File: src/rtl/data_memory_lsu_pkg.sv
// data_memory_lsu_pkg: shared types and size helpers for the load/store unit
package data_memory_lsu_pkg;

    typedef enum logic [1:0] {
        SIZE_BYTE = 2'b00,
        SIZE_HALF = 2'b01,
        SIZE_WORD = 2'b10
    } AccessSize;

    typedef logic [3:0] ByteMask;

    typedef enum logic [2:0] {
        IDLE,
        ONE,
        LO,
        HI,
        FAULT
    } LsuState;

    function automatic ByteMask base_mask(input logic [1:0] size);
        return size == SIZE_WORD ? 4'b1111 : size == SIZE_HALF ? 4'b0011 : 4'b0001;
    endfunction

    function automatic logic [2:0] size_bytes(input logic [1:0] size);
        return size == SIZE_WORD ? 3'd4 : size == SIZE_HALF ? 3'd2 : 3'd1;
    endfunction

endpackage

File: src/rtl/data_memory_lsu_align.sv
// data_memory_lsu_align: byte-lane mask, store-data lane shift and load-data extension
module data_memory_lsu_align
    import data_memory_lsu_pkg::*;
(
    input  logic [1:0]  offset,
    input  logic [1:0]  size,
    input  logic        zero_ext,
    input  logic [31:0] wr_data,
    input  logic [31:0] rd_data,
    output ByteMask     mask,
    output logic [31:0] wr_lanes,
    output logic [31:0] rd_ext
);

    assign mask     = base_mask(size) << offset;
    assign wr_lanes = wr_data << {offset, 3'b000};

    always_comb begin
        rd_ext = size == SIZE_WORD ? rd_data :
                 size == SIZE_HALF ? {{16{~zero_ext & rd_data[15]}}, rd_data[15:0]} :
                                     {{24{~zero_ext & rd_data[7]}}, rd_data[7:0]};
    end

endmodule

File: src/rtl/data_memory_lsu.sv
// data_memory_lsu: DataMemoryBus initiator with range check and word-crossing split
// Build option LSU_MISALIGNED_EN: split word-crossing accesses via LO/HI instead of faulting them.
module data_memory_lsu
    import data_memory_lsu_pkg::*;
#(
    parameter logic [31:0] BASE = 32'h0,
    parameter int unsigned SIZE = 1024
) (
    input  logic        i_clock,
    input  logic        i_reset,
    input  logic        i_valid,
    output logic        o_ready,
    input  logic        i_write,
    input  logic [1:0]  i_size,
    input  logic        i_unsigned,
    input  logic [31:0] i_addr,
    input  logic [31:0] i_wrData,
    output logic        o_done,
    output logic [31:0] o_rdData,
    output logic        o_fault,
    output logic [31:0] bus_addr,
    output logic        bus_wrEnable,
    output ByteMask     bus_wrMask,
    output logic [31:0] bus_wrData,
    input  logic [31:0] bus_rdData
);

    LsuState     state, state_n;
    logic        req_write, req_unsigned;
    logic [1:0]  req_size;
    logic [31:0] req_addr, req_data;
    logic [32:0] rel_addr;
    logic        accept, bad, crosses, done_n;
    logic [1:0]  off;
    logic [2:0]  rem;
    logic [31:0] word_addr, ld_word, al_wr, rd_ext;
    ByteMask     al_mask;

    assign o_ready   = state == IDLE;
    assign accept    = i_valid && o_ready;
    // 33-bit relative address: bit 32 flags below BASE, and the end check cannot wrap
    assign rel_addr  = {1'b0, i_addr} - {1'b0, BASE};
    assign bad       = i_size == 2'b11 || rel_addr[32] || rel_addr + 33'(size_bytes(i_size)) > 33'(SIZE);
    assign crosses   = ({1'b0, i_addr[1:0]} + size_bytes(i_size)) > 3'd4;
    assign off       = req_addr[1:0];
    assign rem       = 3'd4 - {1'b0, off};
    assign word_addr = {req_addr[31:2], 2'b00};
    assign done_n    = state == ONE || state == HI || state == FAULT;

`ifdef LSU_MISALIGNED_EN
    logic [31:0] lo_data;

    always_ff @(posedge i_clock) begin
        if (state == LO) lo_data <= bus_rdData >> {off, 3'b000};
    end

    assign ld_word = state == HI ? (lo_data | (bus_rdData << {rem, 3'b000})) : bus_rdData >> {off, 3'b000};
`else
    assign ld_word = bus_rdData >> {off, 3'b000};
`endif

    data_memory_lsu_align u_align (
        .offset   (off),
        .size     (req_size),
        .zero_ext (req_unsigned),
        .wr_data  (req_data),
        .rd_data  (ld_word),
        .mask     (al_mask),
        .wr_lanes (al_wr),
        .rd_ext   (rd_ext)
    );

    always_ff @(posedge i_clock or negedge i_reset) begin
        if (!i_reset) state <= IDLE;
        else          state <= state_n;
    end

    always_ff @(posedge i_clock) begin
        if (accept) begin
            req_write    <= i_write;
            req_size     <= i_size;
            req_unsigned <= i_unsigned;
            req_addr     <= i_addr;
            req_data     <= i_wrData;
        end
    end

    always_comb begin
        state_n      = state;
        bus_addr     = '0;
        bus_wrEnable = 1'b0;
        bus_wrMask   = '0;
        bus_wrData   = '0;
        case (state)
            IDLE: begin
`ifdef LSU_MISALIGNED_EN
                if (accept) state_n = bad ? FAULT : crosses ? LO : ONE;
`else
                if (accept) state_n = (bad || crosses) ? FAULT : ONE;
`endif
            end
            ONE, LO: begin
                bus_addr     = word_addr;
                bus_wrEnable = req_write;
                bus_wrMask   = al_mask;
                bus_wrData   = al_wr;
                state_n      = state == LO ? HI : IDLE;
            end
`ifdef LSU_MISALIGNED_EN
            HI: begin
                bus_addr     = word_addr + 32'd4;
                bus_wrEnable = req_write;
                bus_wrMask   = base_mask(req_size) >> rem;
                bus_wrData   = req_data >> {rem, 3'b000};
                state_n      = IDLE;
            end
`endif
            default: state_n = IDLE;
        endcase
    end

    always_ff @(posedge i_clock or negedge i_reset) begin
        if (!i_reset) begin
            o_done   <= 1'b0;
            o_fault  <= 1'b0;
            o_rdData <= '0;
        end else begin
            o_done  <= done_n;
            o_fault <= state == FAULT;
            if (done_n) o_rdData <= (state == FAULT || req_write) ? 32'h0 : rd_ext;
        end
    end

endmodule
File: config.mk
export PLATFORM = sky130hd
export DESIGN_NAME = data_memory_lsu
export DESIGN_NICKNAME = d
export VERILOG_FILES = /design/src/rtl/data_memory_lsu_pkg.sv /design/src/rtl/data_memory_lsu_align.sv /design/src/rtl/data_memory_lsu.sv
export SDC_FILE = /design/constraint.sdc
export NUM_CORES = 1
export LEC_CHECK = 0
export ABC_AREA = 1
export CAP_MARGIN = 20
export CORE_UTILIZATION = 42
export DETAILED_ROUTE_END_ITERATION = 7
export PLACE_DENSITY = 0.77
export RECOVER_POWER = 25
export SLEW_MARGIN = 20
export SYNTH_ARGS = -nofsm -noshare
export SYNTH_HDL_FRONTEND = slang
export SYNTH_SLANG_ARGS = --single-unit
File: constraint.sdc
create_clock -name i_clock -period 2.3 [get_ports i_clock]
set_input_delay 0.46 -clock i_clock [delete_from_list [all_inputs] [get_ports i_clock]]
set_output_delay 0.46 -clock i_clock [all_outputs]
set_load 0.01 [all_outputs]
==> flow_summary.ini <==
[grt]
gr-usage-all-layers_pct = 26.4
grt_overflow = 0
grt_max_degree = 52
antenna_found_initial = 2
grt_pass1_wl_mm = 32.6
grt_pass1_vias = 6474

[pwr]
powerDensity_nw_per_um2 = 468
pwr-share-seq_pct = 47.4
peakVddDrop_mv = 0.343
switchingPower_mw = 1.17
combPwrFrac_pct = 17.7
p_int_mw = 3.32
p_sw_share_pct = 26.1
power_leakage_nw = 4.43
pwr-share-clk_pct = 34.9

[synth]
synthFlopType = edfxtp_1
synthCells = 810
synth_seq_cells = 105
synth-edff-count = 68
syn_area_um2 = 6310
yosys_warnings = 0
ys_seq_area_share_pct = 47.0
syn_avg_cell_area_um2 = 7.79
synth.distinct_cells = 43
synth-async-reset-ratio_pct = 35.2

[die]
core_um2 = 14600
die_x_um = 125
die_h_um = 125
initial_core_util_pct = 43.3
design.die.area_um2 = 15500
std_cell_rows = 44
io_pins = 207

[timing]
slew_viol_final = 0
fin_crit_ns = 2.39
slew_headroom_pct = 34.9
finClkSkew_ns = 0.00985
grt_setup_unrepaired = yes
setup_slack_ns = -0.0908
tightest_slew_ns = 0.977
setup_violations = 6
period_share_pct = 104
hold_viol = 0
tns_ns = -0.243
max_clock_freq_mhz = 418

[worst_setup_path]
crit_path_end_kind = output pin
start_kind = flop
crit_type = reg2out
cp_data_arrival_time_ns = 1.93
worst_ep_required_time_ns = 1.84
cp_max_fo = 8

[finish]
nets = 1218
area_delta_synth_final_pct = 51.8
final_common_cell = nand2_1
final_cell_mix = 177 x nand2_1, 119 x nor2_1, 102 x inv_1, 100 x buf_4, 86 x clkdlybuf4s50_1
final_cell_count_no_fill = 1298
drive_gt1_share_pct = 24.2

[place]
hpwl_mm = 14.8
dp_cells = 1252
place_congestion = 0.906
port_buffers = 204

[drt]
firstDrtPassIters = 5
routed_wl_mm = 20.2
vias = 6721
drtIter0Drc = 520
detail_route.wl_per_cell_um = 15.6
antenna_left = 0
vias_per_cell = 5.18
drc = 0

[run_status]
failed_checks = negative setup slack
status = finished, violations left

[clock_tree]
path_clk_slew_ns = 0.07
cts_sinks = 105
cts-root-buf = clkbuf_16
htreeDepth = 3
cts_max_path_buffers = 2
cts_tree = done
cts_buffers = 9
clk_latency_ns = 0.36
cts_hold_buf = 0

[flow_run]
max_cap_viol_count = 0

[hold_path]
hp-class = in2async
==> critical path, stage by stage, from the launching register on <==
cell,delay [ns]
dfrtp_1,0.38
nor2_1,0.10
inv_1,0.08
nor2_2,0.14
inv_2,0.07
nand2_4,0.07
inv_4,0.05
nor2_4,0.10
inv_2,0.07
nor2_4,0.12
inv_4,0.08
buf_6,0.11
nor2_1,0.07
buf_2,0.14
==> flip-flops by register name, indices dropped and copies added (netlist names) <==
register,flops
o_done,1
o_fault,1
o_rdData,32
req_addr,32
req_data,32
req_size,2
req_unsigned,1
req_write,1
state,3
==> worst paths after layout <==
kind,start,slack [ns],cells past startpoint,end
setup / recovery,state[2],-0.09,13,bus_wrData[2]
hold / removal,i_reset,0.25,1,o_rdData[4]
setup reg to reg,req_addr[0],0.19,11,o_rdData[23]
hold reg to reg,o_rdData[30],0.51,2,o_rdData[30]
max in group asynchronous,i_reset,1.45,1,state[2]
min in group i_clock,i_size[1],0.43,2,req_size[1]
==> stage by stage <==
step / utilization (%) / setup slack, ns / hold slack (ns) / total power, mW / area (um^2)
after global routing: 65.6 / -0.217 / 0.322 / 4.67 / 9580
after floorplan: - / 0.00492 / 0.164 / 2.48 / 6360
after CTS: 65.3 / -0.127 / 0.226 / 4.50 / 9530
after detailed placement: 62.9 / -0.751 / 0.499 / 2.91 / 9180
after global placement: 62.9 / -0.725 / 0.491 / 2.90 / 9180
final: 65.7 / -0.0908 / 0.247 / 4.49 / 9580
==> what timing repair did <==
action                                  4_1_cts  5_1_grt
gates cloned                                  3        1
pin swaps                                    12       35
setup buffers                                17        8
endpoints found under the setup margin       69       70
endpoints found under the hold margin         0        0
resized for setup                           205      127
==> synth_stat cells, types with 7 or more instances <==
| library cell | n | area, um^2 |
|---|---|---|
| dfrtp_1 | 37 | 926 |
| nand3_1 | 50 | 250 |
| nor2_4 | 7 | 78.8 |
| a221oi_1 | 7 | 61.3 |
| a21oi_1 | 14 | 70.1 |
| clkbuf_1 | 26 | 97.6 |
| nand3b_1 | 10 | 75.1 |
| a32oi_1 | 7 | 61.3 |
| nor3_1 | 10 | 50.1 |
| nor2_1 | 129 | 484 |
| a211oi_1 | 8 | 60.1 |
| a31oi_1 | 7 | 43.8 |
| a32o_1 | 7 | 70.1 |
| a31o_2 | 7 | 61.3 |
| nand2_1 | 178 | 668 |
| o21ai_0 | 73 | 365 |
| inv_1 | 108 | 405 |
| edfxtp_1 | 68 | 2040 |
| ha_1 | 8 | 100 |
==> cell type report <==
type	instances	area (um^2)
fillers	1252	5010
multi-input cells	559	2980
flip-flops and latches	105	2970
repair buffers	320	2670
inverters	111	430
well taps	184	230
clock buffers	9	225
clock inverters	7	68.8
diodes	3	7.51
==> routing by layer <==
metal	wire length, um	global-route usage [%]	up-vias
met5	0	0	-
met4	593	9.99	0
met3	1440	5.88	52
met2	9790	43.2	301
met1	8400	34.0	3094
li1	-	-	3274
==> power groups by stage <==
stage / Sequential, mW / Combinational [mW] / Clock [mW]
after floorplan: 2.16 / 0.322 / 0
after global placement: 2.16 / 0.732 / 0
after detailed placement: 2.17 / 0.742 / 0
after CTS: 2.13 / 0.772 / 1.60
after global routing: 2.13 / 0.872 / 1.67
final: 2.13 / 0.795 / 1.56
==> logic make-up after synthesis <==
kind of cell    count (synthesis)  synth area share (%)
compound gates                141                  14.0
buf+inv                       148                  8.98
xor+xnor                        1                 0.139
other cells                     1                0.0594
flops                         105                  47.0
fa+ha+maj                       9                  1.90
simple gates                  405                  27.9
Power figures use the tool's default switching activity.
